[config.mk]
export PLATFORM = sky130hd
export DESIGN_NAME = enigma_rotor_ctrl
export DESIGN_NICKNAME = d
export VERILOG_FILES = /design/src/rtl/enigma_rotor_ctrl.sv
export SDC_FILE = /design/constraint.sdc
export NUM_CORES = 1
export LEC_CHECK = 0
export ABC_AREA = 1
export CAP_MARGIN = 20
export CORE_AREA = 2 2 234 236
export DETAILED_ROUTE_END_ITERATION = 8
export DIE_AREA = 0 0 236 238
export PLACE_DENSITY = 0.49
export SETUP_SLACK_MARGIN = 0.3
export SLEW_MARGIN = 20
export SYNTH_ARGS = -nofsm -noshare
export SYNTH_HDL_FRONTEND = slang
export SYNTH_SLANG_ARGS = --single-unit
[constraint.sdc]
create_clock -name clk -period 1.9 [get_ports clk]
set_input_delay 0.475 -clock clk [delete_from_list [all_inputs] [get_ports clk]]
set_output_delay 0.475 -clock clk [all_outputs]
set_load 0.03 [all_outputs]
[src/rtl/enigma_rotor_ctrl.sv]
// enigma_rotor_ctrl: drives one rotor slice. Loads the rotor configuration,
// issues one character at a time, waits for rot_done or a timeout, then holds
// the result on a valid/ready output channel until it is taken.
module enigma_rotor_ctrl #(
  parameter int TIMEOUT = 64,
  parameter int CNT_W   = 16
) (
  input  logic             clk,
  input  logic             reset_n,
  input  logic             cfg_valid,
  output logic             cfg_ready,
  input  logic [31:0]      cfg_offset,
  input  logic [31:0]      cfg_delay,
  input  logic [207:0]     cfg_idx,
  input  logic             in_valid,
  output logic             in_ready,
  input  logic [7:0]       in_data,
  input  logic             in_dec,
  output logic             out_valid,
  input  logic             out_ready,
  output logic [7:0]       out_data,
  output logic             out_err,
  output logic             rot_set,
  output logic [31:0]      rot_offset,
  output logic [31:0]      rot_delay,
  output logic [207:0]     rot_idx,
  output logic             rot_valid,
  output logic [7:0]       rot_din,
  output logic             rot_dec,
  output logic             rot_en,
  input  logic [7:0]       rot_dout,
  input  logic             rot_done,
  output logic             busy,
  output logic [CNT_W-1:0] chars_done
);

  localparam int TO_W = $clog2(TIMEOUT) + 1;

  typedef enum logic [2:0] {
    S_IDLE,
    S_CFG,
    S_ISSUE,
    S_STEP,
    S_OUT
  } state_t;

  state_t           r_state;
  state_t           w_state_nxt;

  logic             r_rot_set;
  logic             r_rot_valid;
  logic             r_rot_en;
  logic             r_out_valid;
  logic [7:0]       r_out_data;
  logic             r_out_err;
  logic [31:0]      r_rot_offset;
  logic [31:0]      r_rot_delay;
  logic [207:0]     r_rot_idx;
  logic [7:0]       r_rot_din;
  logic             r_rot_dec;
  logic             r_cfg_loaded;
  logic [TO_W-1:0]  r_step_cnt;
  logic [CNT_W-1:0] r_chars_done;

  logic             w_idle;
  logic             w_cfg_acc;
  logic             w_in_acc;
  logic             w_is_letter;
  logic             w_timeout;
  logic             w_out_hs;

  assign w_idle      = (r_state == S_IDLE) && !r_out_valid;
  assign cfg_ready   = w_idle;
  assign in_ready    = w_idle && !cfg_valid;
  assign w_cfg_acc   = cfg_valid && w_idle;
  assign w_in_acc    = in_valid && in_ready;
  assign w_is_letter = (in_data >= 8'd65) && (in_data <= 8'd90);
  assign w_timeout   = (r_step_cnt == TO_W'(TIMEOUT - 1));
  assign w_out_hs    = r_out_valid && out_ready;

  assign busy       = (r_state != S_IDLE);
  assign rot_set    = r_rot_set;
  assign rot_valid  = r_rot_valid;
  assign rot_en     = r_rot_en;
  assign rot_offset = r_rot_offset;
  assign rot_delay  = r_rot_delay;
  assign rot_idx    = r_rot_idx;
  assign rot_din    = r_rot_din;
  assign rot_dec    = r_rot_dec;
  assign out_valid  = r_out_valid;
  assign out_data   = r_out_data;
  assign out_err    = r_out_err;
  assign chars_done = r_chars_done;

  // Next-state decode; config requests win over characters in IDLE.
  always_comb begin
    w_state_nxt = r_state;
    case (r_state)
      S_IDLE: begin
        if (w_cfg_acc) begin
          w_state_nxt = S_CFG;
        end else if (w_in_acc) begin
          w_state_nxt = (w_is_letter && r_cfg_loaded) ? S_ISSUE : S_OUT;
        end
      end
      S_CFG:   w_state_nxt = S_IDLE;
      S_ISSUE: w_state_nxt = S_STEP;
      S_STEP: begin
        // A done in the last allowed cycle still counts as success.
        if (rot_done || w_timeout) begin
          w_state_nxt = S_OUT;
        end
      end
      S_OUT: begin
        if (out_ready) begin
          w_state_nxt = S_IDLE;
        end
      end
      default: w_state_nxt = S_IDLE;
    endcase
  end

  // State register; asynchronous reset aborts any operation in flight.
  always_ff @(posedge clk or negedge reset_n) begin
    if (!reset_n) begin
      r_state <= S_IDLE;
    end else begin
      r_state <= w_state_nxt;
    end
  end

  // Strobes are registered copies of the upcoming state, so they are glitch-free.
  always_ff @(posedge clk or negedge reset_n) begin
    if (!reset_n) begin
      r_rot_set   <= 1'b0;
      r_rot_valid <= 1'b0;
      r_rot_en    <= 1'b0;
      r_out_valid <= 1'b0;
    end else begin
      r_rot_set   <= (w_state_nxt == S_CFG);
      r_rot_valid <= (w_state_nxt == S_ISSUE);
      r_rot_en    <= (w_state_nxt == S_STEP);
      r_out_valid <= (w_state_nxt == S_OUT);
    end
  end

  // Config capture; the rotor view of the config holds until the next load.
  always_ff @(posedge clk or negedge reset_n) begin
    if (!reset_n) begin
      r_rot_offset <= '0;
      r_rot_delay  <= '0;
      r_rot_idx    <= '0;
      r_cfg_loaded <= 1'b0;
    end else begin
      if (w_cfg_acc) begin
        r_rot_offset <= cfg_offset;
        r_rot_delay  <= cfg_delay;
        r_rot_idx    <= cfg_idx;
      end
      if (r_state == S_CFG) begin
        r_cfg_loaded <= 1'b1;
      end
    end
  end

  // Character capture, step counting and result formation.
  always_ff @(posedge clk or negedge reset_n) begin
    if (!reset_n) begin
      r_rot_din  <= '0;
      r_rot_dec  <= 1'b0;
      r_out_data <= '0;
      r_out_err  <= 1'b0;
      r_step_cnt <= '0;
    end else begin
      case (r_state)
        S_IDLE: begin
          if (w_in_acc && !cfg_valid) begin
            if (!w_is_letter) begin
              // Non-letters pass straight through untouched.
              r_out_data <= in_data;
              r_out_err  <= 1'b0;
            end else if (!r_cfg_loaded) begin
              // Letter with no wiring loaded: echo it back flagged.
              r_out_data <= in_data;
              r_out_err  <= 1'b1;
            end else begin
              r_rot_din <= in_data;
              r_rot_dec <= in_dec;
            end
          end
        end
        S_ISSUE: r_step_cnt <= '0;
        S_STEP: begin
          if (rot_done) begin
            r_out_data <= rot_dout;
            r_out_err  <= 1'b0;
          end else if (w_timeout) begin
            r_out_data <= '0;
            r_out_err  <= 1'b1;
          end else begin
            r_step_cnt <= r_step_cnt + 1'b1;
          end
        end
        default: ;
      endcase
    end
  end

  // Completed output handshakes; wraps naturally at 2^CNT_W.
  always_ff @(posedge clk or negedge reset_n) begin
    if (!reset_n) begin
      r_chars_done <= '0;
    end else if (w_out_hs) begin
      r_chars_done <= r_chars_done + 1'b1;
    end
  end

endmodule
* Word-level counts from Yosys, hierarchy flattened
Index checks and enable logic that the tools add are counted.
Storage, ports and cells: register bits 321, bits of input ports 295, output and inout bits 313, word-level logic and storage cells 72
Operators by class: add/sub/neg operators 2, order comparisons 2, eq/ne operators 14, multiplexer cells 21, reduce and logical (&&, ||, !) cells 18
Operator list (count):
- two-way mux 8 bit | 5
- adder 16 x 1 -> 16 bit, second input constant | 1
- one-hot mux 8 bit (2 select lines) | 1
- two-way mux 3 bit | 5
- two-way mux 7 bit | 2
- one-hot mux 7 bit (2 select lines) | 1
- equality test 3 x 2 -> 1 bit, second input constant | 4
- one-hot mux 3 bit (4 select lines) | 1
- >= comparator 8 x 7 -> 1 bit, second input constant | 1
- <= comparator 8 x 7 -> 1 bit, second input constant | 1
- logical AND 1 bit | 8
- AND reduction 4 bit | 2
- adder 7 x 1 -> 7 bit, second input constant | 1
- equality test 7 x 6 -> 1 bit, second input constant | 1
- equality test 3 x 1 -> 1 bit, second input constant | 2
- equality test 3 bit, second input constant | 2
- inequality test 3 bit, second input constant | 2
- two-way mux 1 bit | 5
- inequality test 2 bit, second input constant | 2
- nonzero test 2 bit | 2
- logical NOT 3 bit | 1
- AND reduction 3 bit | 1
- nonzero test 3 bit | 1
- logical NOT 1 bit | 2
- 3 further kinds | 3

* Depth between registers and ports, before layout
Gate-level depths: netlist of run 1.
word-level depth 8, mapped depth 10

* Worst setup path after synthesis of run 1
No wires, ideal clock.
path kind reg-to-output, from reg r_state[0], to out in_ready, arrival 1.195 ns, path slack 0.230 ns, cell stages (with the launch flop) 6, cell sequence dfrtp_1 nor2_2 nand2_2 nor2_8 nand2_1 inv_1
On the way: word-level cells in the longest chain between the ends 3
Ends and longest elaborated chain:
- start: declaration | line 47 | state_t r_state;
- start signal: assignment | line 128 | r_state <= w_state_nxt;
- logical NOT 3 bit | line 72 | assign w_idle = (r_state == S_IDLE) && !r_out_valid;
- logical AND 1 bit | line 72
- net cfg_ready | line 11 | output logic cfg_ready,
- logical AND 1 bit | line 74 | assign in_ready = w_idle && !cfg_valid;
- end: declaration | line 16 | output logic in_ready,
The timed path passes the listed nets, and every way through them passes these cells.

* Worst setup path after layout of run 1
from reg r_state[1], to out in_ready
On the way: word-level cells in the longest chain between the ends 3
Ends and longest elaborated chain (line):
- logical NOT 3 bit | 72
- logical AND 1 bit | 72
- logical AND 1 bit | 74
Every way passes these cells.

==> results of run 1 <==
==> worst paths after layout <==
| check | startpoint | endpoint | slack [ns] | depth (start not counted) |
|---|---|---|---|---|
| max in group asynchronous | reset_n | rot_idx[129]$_DFFE_PN0P_ | 0.80 | 4 |
| worst min-delay path | reset_n | out_data[7]$_DFFE_PN0P_ | 0.37 | 2 |
| worst max-delay path | r_state[1]$_DFF_PN0_ | in_ready | -0.07 | 6 |
| worst max register to register | r_state[1]$_DFF_PN0_ | rot_idx[51]$_DFFE_PN0P_ | 0.08 | 11 |
| worst min register to register | rot_idx[130]$_DFFE_PN0P_ | rot_idx[130]$_DFFE_PN0P_ | 0.48 | 2 |
| min in group clk | cfg_idx[97] | rot_idx[97]$_DFFE_PN0P_ | 0.46 | 3 |
==> kinds of logic (layout without fill, tap and decap cells) <==
logic type,Yosys count,count (layout),share of synthesized area
AO/OA/AOI/OAI,16,16,0.00685
XOR/XNOR,15,15,0.0103
adder cells (fa/ha/maj),2,2,0.00196
buffers and inverters,98,881,0.0497
flip-flops,321,321,0.628
other,0,3,0
AND/OR/NAND/NOR,993,993,0.303
==> power by group through the flow <==
| stage | clock [mW] | sequential [mW] | combinational (mW) |
|---|---|---|---|
| 2_1_floorplan | 0 | 17.5 | 5.34 |
| 3_3_place_gp | 0 | 11.6 | 20.9 |
| 3_5_place_dp | 0 | 11.7 | 20.9 |
| 4_1_cts | 7.92 | 11.8 | 20.6 |
| 5_1_grt | 8.22 | 12.5 | 25.0 |
| 6_report | 7.67 | 12.2 | 23.5 |
==> registers in the layout (all words and copies together), names as in the netlist <==
| signal | cells |
|---|---|
| chars_done | 16 |
| out_data | 8 |
| out_err | 1 |
| out_valid | 1 |
| r_cfg_loaded | 1 |
| r_state | 3 |
| r_step_cnt | 7 |
| rot_dec | 1 |
| rot_delay | 32 |
| rot_din | 8 |
| rot_en | 1 |
| rot_idx | 208 |
| rot_offset | 32 |
| rot_set | 1 |
| rot_valid | 1 |
==> routing by layer <==
layer	part of all wire	wire length [µm]	GRT usage
met1	0.39	18900	0.189
met3	0.086	4160	0.0570
met4	0.024	1160	0.0483
met2	0.50	24200	0.279
met5	0.00021	10	0
==> through the flow <==
| step | power [mW] | instances |
|---|---|---|
| floorplan | 22.8 | 1445 |
| global placement | 32.5 | 2766 |
| detailed placement | 32.6 | 2766 |
| CTS | 40.4 | 2863 |
| global route | 45.8 | 2925 |
| finish | 43.3 | 2927 |
==> cell usage in the layout (no fill, tap or decap), types with 10 or more instances in the layout <==
cell and count:
nor2_1 28, clkbuf_16 53, o21ai_0 12, clkdlybuf4s50_1 293, dfrtp_1 321, buf_6 301, inv_1 30, nand2_2 50
buf_4 135, nand3_1 21, clkbuf_8 12, nand2_4 13, nand2_1 859, xor2_1 10, buf_12 18
==> cell type report <==
cell class	count	area [µm²]	area share
antenna	3	7.51	0.000325
clock buffer	58	1210	0.0524
clock inverter	11	111	0.00482
inverter	35	158	0.00683
multi-input combinational	1026	4340	0.188
sequential	321	8030	0.348
tap	696	871	0.0377
timing repair buffer	777	8350	0.362
==> worst max-delay path: cells and delay by family, from the launching register on <==
| family | cells | cell delay (ns) |
|---|---|---|
| flops | 1 | 0.41 |
| simple gates | 4 | 0.39 |
| buf+inv | 2 | 0.17 |
==> repair_timing <==
item | 4_1_cts | 5_1_grt
resized for setup | 1227 | 997
cloned | 0 | 13
endpoints found under the setup margin | 552 | 566
hold buffers | 1 | 0
hold endpoints to repair | 11 | 0
setup buffers | 27 | 48
pin swaps | 3 | 6
==> out/summary.txt, run 1 <==
Final Wtd Congestion - 0.808
CP required - 1.42 ns
Vias in the first global route - 12.0k
Distinct cells, synth - 30
Crit Path Max Fanout - 3
Post-Syn Instances - 1,445
Synth top area cells - dfrtp_1 63%, nand2_1 27%, buf_6 2.6%
Die width - 236 µm
Post-synth EDFFs - 0
Clk_lat worst skew - 0.54 ns
1st-pass router iterations - 5
Fmax - 508 MHz
Leak - 11.9 nW
Global-route wire length before repair - 71,200 µm
Final core occ - 0.431
Endpoints failing setup - 3
H-tree Lvls - 2
Clock transition at path regs - 0.05 ns
Initial antenna violation count - 4
CTS Buf Count - 39
Max-cap violations - 0
Initial Util - 0.239
Routed wire per std cell - 16.6 µm
I/O Pins - 608
Detailed-route via count - 12.0k
Total track usage - 0.162
Area grow syn2layout - 80.5%
CP Launch Type - flop
Filler cell count - 5,247
Final ANT Viol Nets - 0
Final hold viol count - 0
Synthesized flop and latch total - 321
Arr. time, crit path - 1.49 ns
Worst-margin pin slew - 0.449 ns
Crit. End Element - output port
Status - complete, but fails checks
Max stage delay cell, worst path - dfrtp_1
Setup TNS - -0.112 ns
Sw Share - 0.423
Commonest cells in the netlist - 917 x nand2_1, 321 x dfrtp_1, 32 x inv_1
Synthesized area per cell - 8.85 µm²
Sw power - 18.3 mW
Fin crit period - 1.97 ns
Comb pwr share - 0.542
NumNets Final - 2,497
Final wirelength - 48,500 µm
Cell area after layout - 23,100 µm²
DR iter-0 viols - 510
DRC violations left - 0
Top cell type's share of synthesized area - 0.628
Worst setup margin - -0.0698 ns
Die height - 238 µm
Post-synthesis sequential area ratio - 0.628
IO buf count - 607
Pwr dens - 1880 nW/µm²
Die Footprint - 56,200 µm²
Clk sinks - 321
Vias/cell - 4.09
Row Count - 85
RSZ-0062 raised after global routing - yes
Hold crit path type - in2async
Clock share of power - 0.177
Ys Warns - 0
DP HPWL - 34,500 µm
Yosys top cell by area - dfrtp_1
Core ar. - 53,500 µm²
Worst-path cell chain - nor2_4 > nand2_4 > nor2_8 > nand2_2 > inv_2 > buf_6
Violated checks - setup timing
Pins Over Slew Limit - 0
Clock skew - 0.00999 ns
Most frequent cell after synthesis - nand2_1
CTS max path bufs - 3
Place WS - -0.0675 ns
Mapped cell area - 12,800 µm²
CP Class - reg2out
Max-slew headroom - 0.700
Area of placed instances - 20,200 µm²
Share of layout cells above drive strength 1 - 0.282
CTS tree - built
Clock Root Buffer - clkbuf_16
Fin Hold WS - 0.374 ns
Largest net degree at the start of global routing - 73
Sequential share of power - 0.281
Asr flop ratio synth - 1.00
Grt ovf - 0
Crit path largest cell delay - 0.41 ns
Top_reg_cell synth - dfrtp_1
Max VDD drop - 1.07 mV
Post-synth net total - 1,742
Tcrit/Tclk final - 1.04
Power Internal - 25.0 mW
No activity file was read; power rests on OpenSTA's default activity.
==> run 2, diff against run 1 <==
--- a/config.mk
+++ b/config.mk
@@ -7,12 +7,13 @@
 export LEC_CHECK = 0
 export ABC_AREA = 1
 export CAP_MARGIN = 20
-export CORE_AREA = 2 2 234 236
+export CORE_AREA = 2 2 236 238
 export DETAILED_ROUTE_END_ITERATION = 8
-export DIE_AREA = 0 0 236 238
-export PLACE_DENSITY = 0.49
+export DIE_AREA = 0 0 238 240
+export PLACE_DENSITY = 0.48
 export SETUP_SLACK_MARGIN = 0.3
 export SLEW_MARGIN = 20
 export SYNTH_ARGS = -nofsm -noshare
 export SYNTH_HDL_FRONTEND = slang
 export SYNTH_SLANG_ARGS = --single-unit
+export TNS_END_PERCENT = 20
==> out/summary.txt, run 2 (synthesized netlist as in run 1, its figures left out) <==
Crit Path Max Fanout - 3 (unchanged)
Worst-margin pin slew - 0.376 ns (-0.0735 ns)
DR iter-0 viols - 435 (-15%)
Core ar. - 54,700 µm² (+2.2%)
IO buf count - 607 (unchanged)
Power Internal - 24.6 mW (-1.5%)
Area of placed instances - 20,100 µm² (-0.46%)
Max reg flops - 208 (unchanged)
Fin Hold WS - 0.408 ns (+0.0336 ns)
Max-slew headroom - 0.749 (+0.0490)
Die width - 238 µm (+0.85%)
CTS tree - built
H-tree Lvls - 2 (unchanged)
Tcrit/Tclk final - 1.06 (+0.0272)
Clock skew - 0.00987 ns (-0.000112 ns)
CP Class - reg2out
Max-cap violations - 0 (unchanged)
Row Count - 86 (+1.2%)
Final hold viol count - 0 (unchanged)
Share of layout cells above drive strength 1 - 0.291 (+0.00898)
Die Footprint - 57,100 µm² (+1.7%)
Pins Over Slew Limit - 0 (unchanged)
Final ANT Viol Nets - 0 (unchanged)
Sw Share - 0.436 (+0.0134)
I/O Pins - 608 (unchanged)
NumNets Final - 2,497 (unchanged)
Endpoints failing setup - 2 (-1)
FF-to-FF path depth - 11 (unchanged)
1st-pass router iterations - 4 (-1)
Arr. time, crit path - 1.55 ns (+0.06 ns)
CTS max path bufs - 3 (unchanged)
Final core occ - 0.433 (+0.00180)
Most frequent cells in the layout - 726 x nand2_1, 321 x dfrtp_1, 293 x clkdlybuf4s50_1
Die height - 240 µm (+0.84%)
CP Launch Type - flop
Detailed-route via count - 12.1k (+1.4%)
Clock Root Buffer - clkbuf_16
Vias/cell - 4.14 (+1.2%)
Final wirelength - 52,400 µm (+8.0%)
Hold crit path type - in2async
Initial Util - 0.234 (-0.00510)
Sw power - 19.1 mW (+4.1%)
DRC violations left - 0 (unchanged)
Routed wire per std cell - 17.9 µm (+7.8%)
Clock transition at path regs - 0.06 ns (about the same)
Clock share of power - 0.169 (-0.008)
Area grow syn2layout - 85.3%
Total track usage - 0.163 (+0.00139)
Comb pwr share - 0.556 (+0.014)
Violated checks - setup timing
Pwr dens - 1850 nW/µm² (-1.7%)
CP required - 1.42 ns (about the same)
Global-route wire length before repair - 71,800 µm (+0.90%)
Fmax - 495 MHz (-2.6%)
Vias in the first global route - 12.0k (-0.23%)
Filler cell count - 5,336 (+1.7%)
Fin crit period - 2.02 ns (+0.0517 ns)
Final Wtd Congestion - 0.779 (-3.6%)
Sequential share of power - 0.275 (-0.006)
DP HPWL - 35,800 µm (+3.8%)
Initial antenna violation count - 2 (-2)
Commonest non-fill, non-tap cell in the layout - nand2_1
Worst setup margin - -0.122 ns (-0.0517 ns)
CTS Buf Count - 40 (+2.6%)
Status - complete, but fails checks
Clk sinks - 321 (unchanged)
Largest net degree at the start of global routing - 105 (+44%)
Clk_lat worst skew - 0.55 ns (about the same)
Place WS - -0.102 ns (-0.0344 ns)
Grt ovf - 0 (unchanged)
Crit. End Element - output port
Cell area after layout - 23,700 µm² (+2.6%)
RSZ-0062 raised after global routing - yes
Leak - 12.4 nW (+4.3%)
Max VDD drop - 0.875 mV (-18%)
==> run 2: cell types whose count changed in the layout (fill, tap and decap cells not counted), moves of 8 or more <==
cell and change:
nand2_2 +69, clkbuf_16 +10, nand2_1 -133, nand2_4 +64, buf_2 +8, buf_6 -102
dlygate4sd2_1 +107, buf_4 -34
==> run 2: what timing repair did <==
action	4_1_cts	5_1_grt
cloned	0	30
resized for setup	1047	748
endpoints found under the setup margin	499	581
setup buffers	25	34
endpoints found under the hold margin	21	0
pin swaps	3	108
hold buffers	1	0
==> run 2: worst paths after layout <==
path                                         from                  endpoint  slack (ns)
max                          r_state[0]$_DFF_PN0_                  in_ready       -0.12
min                                       reset_n  rot_idx[153]$_DFFE_PN0P_        0.41
max reg2reg                  r_state[0]$_DFF_PN0_   rot_idx[64]$_DFFE_PN0P_        0.07
min reg2reg                rot_din[6]$_DFFE_PN0P_    rot_din[6]$_DFFE_PN0P_        0.46
max in group asynchronous                 reset_n  rot_delay[5]$_DFFE_PN0P_        0.78
min in group clk                      cfg_idx[40]   rot_idx[40]$_DFFE_PN0P_        0.46
==> run 2: final cells by class <==
| class | count | area [µm²] | share of cell area |
|---|---|---|---|
| Timing Repair Buffer | 775 | 8340 | 0.352 |
| Sequential cell | 321 | 8030 | 0.339 |
| Multi-Input combinational cell | 1026 | 5000 | 0.211 |
| Clock buffer | 58 | 1140 | 0.0481 |
| Tap cell | 704 | 881 | 0.0372 |
| Inverter | 35 | 158 | 0.00666 |
| Clock inverter | 12 | 115 | 0.00486 |
| Timing Repair inverter | 1 | 11.3 | 0.000476 |
| Antenna cell | 1 | 2.50 | 0.000106 |
==> run 2: worst max-delay path: stages (launching register included) <==
cell,delay (ns)
dfrtp_1,0.40
nor2_4,0.14
nand2_4,0.08
nor2_8,0.13
nand2_2,0.07
inv_2,0.05
buf_6,0.12
==> run 2: metal layers <==
| metal | share of wire | global-route usage |
|---|---|---|
| met5 | 0.00044 | 0 |
| met4 | 0.023 | 0.0441 |
| met3 | 0.085 | 0.0612 |
| met2 | 0.49 | 0.275 |
| met1 | 0.40 | 0.195 |
==> run 2: metrics by stage <==
step | instances | total power [mW] | TNS, ns
floorplan | 1445 | 22.8 | 0
global placement | 2772 | 32.4 | -2.36
detailed placement | 2772 | 32.5 | -2.14
CTS | 2868 | 39.6 | -0.483
global route | 2932 | 46.3 | -0.449
finish | 2933 | 43.7 | -0.233
==> run 2: power by group through the flow <==
stage | logic (mW) | registers (mW) | clock network [mW]
2_1_floorplan | 5.34 | 17.5 | 0
3_3_place_gp | 20.8 | 11.6 | 0
3_5_place_dp | 20.8 | 11.7 | 0
4_1_cts | 20.2 | 11.7 | 7.66
5_1_grt | 26.0 | 12.4 | 7.96
6_report | 24.3 | 12.0 | 7.39
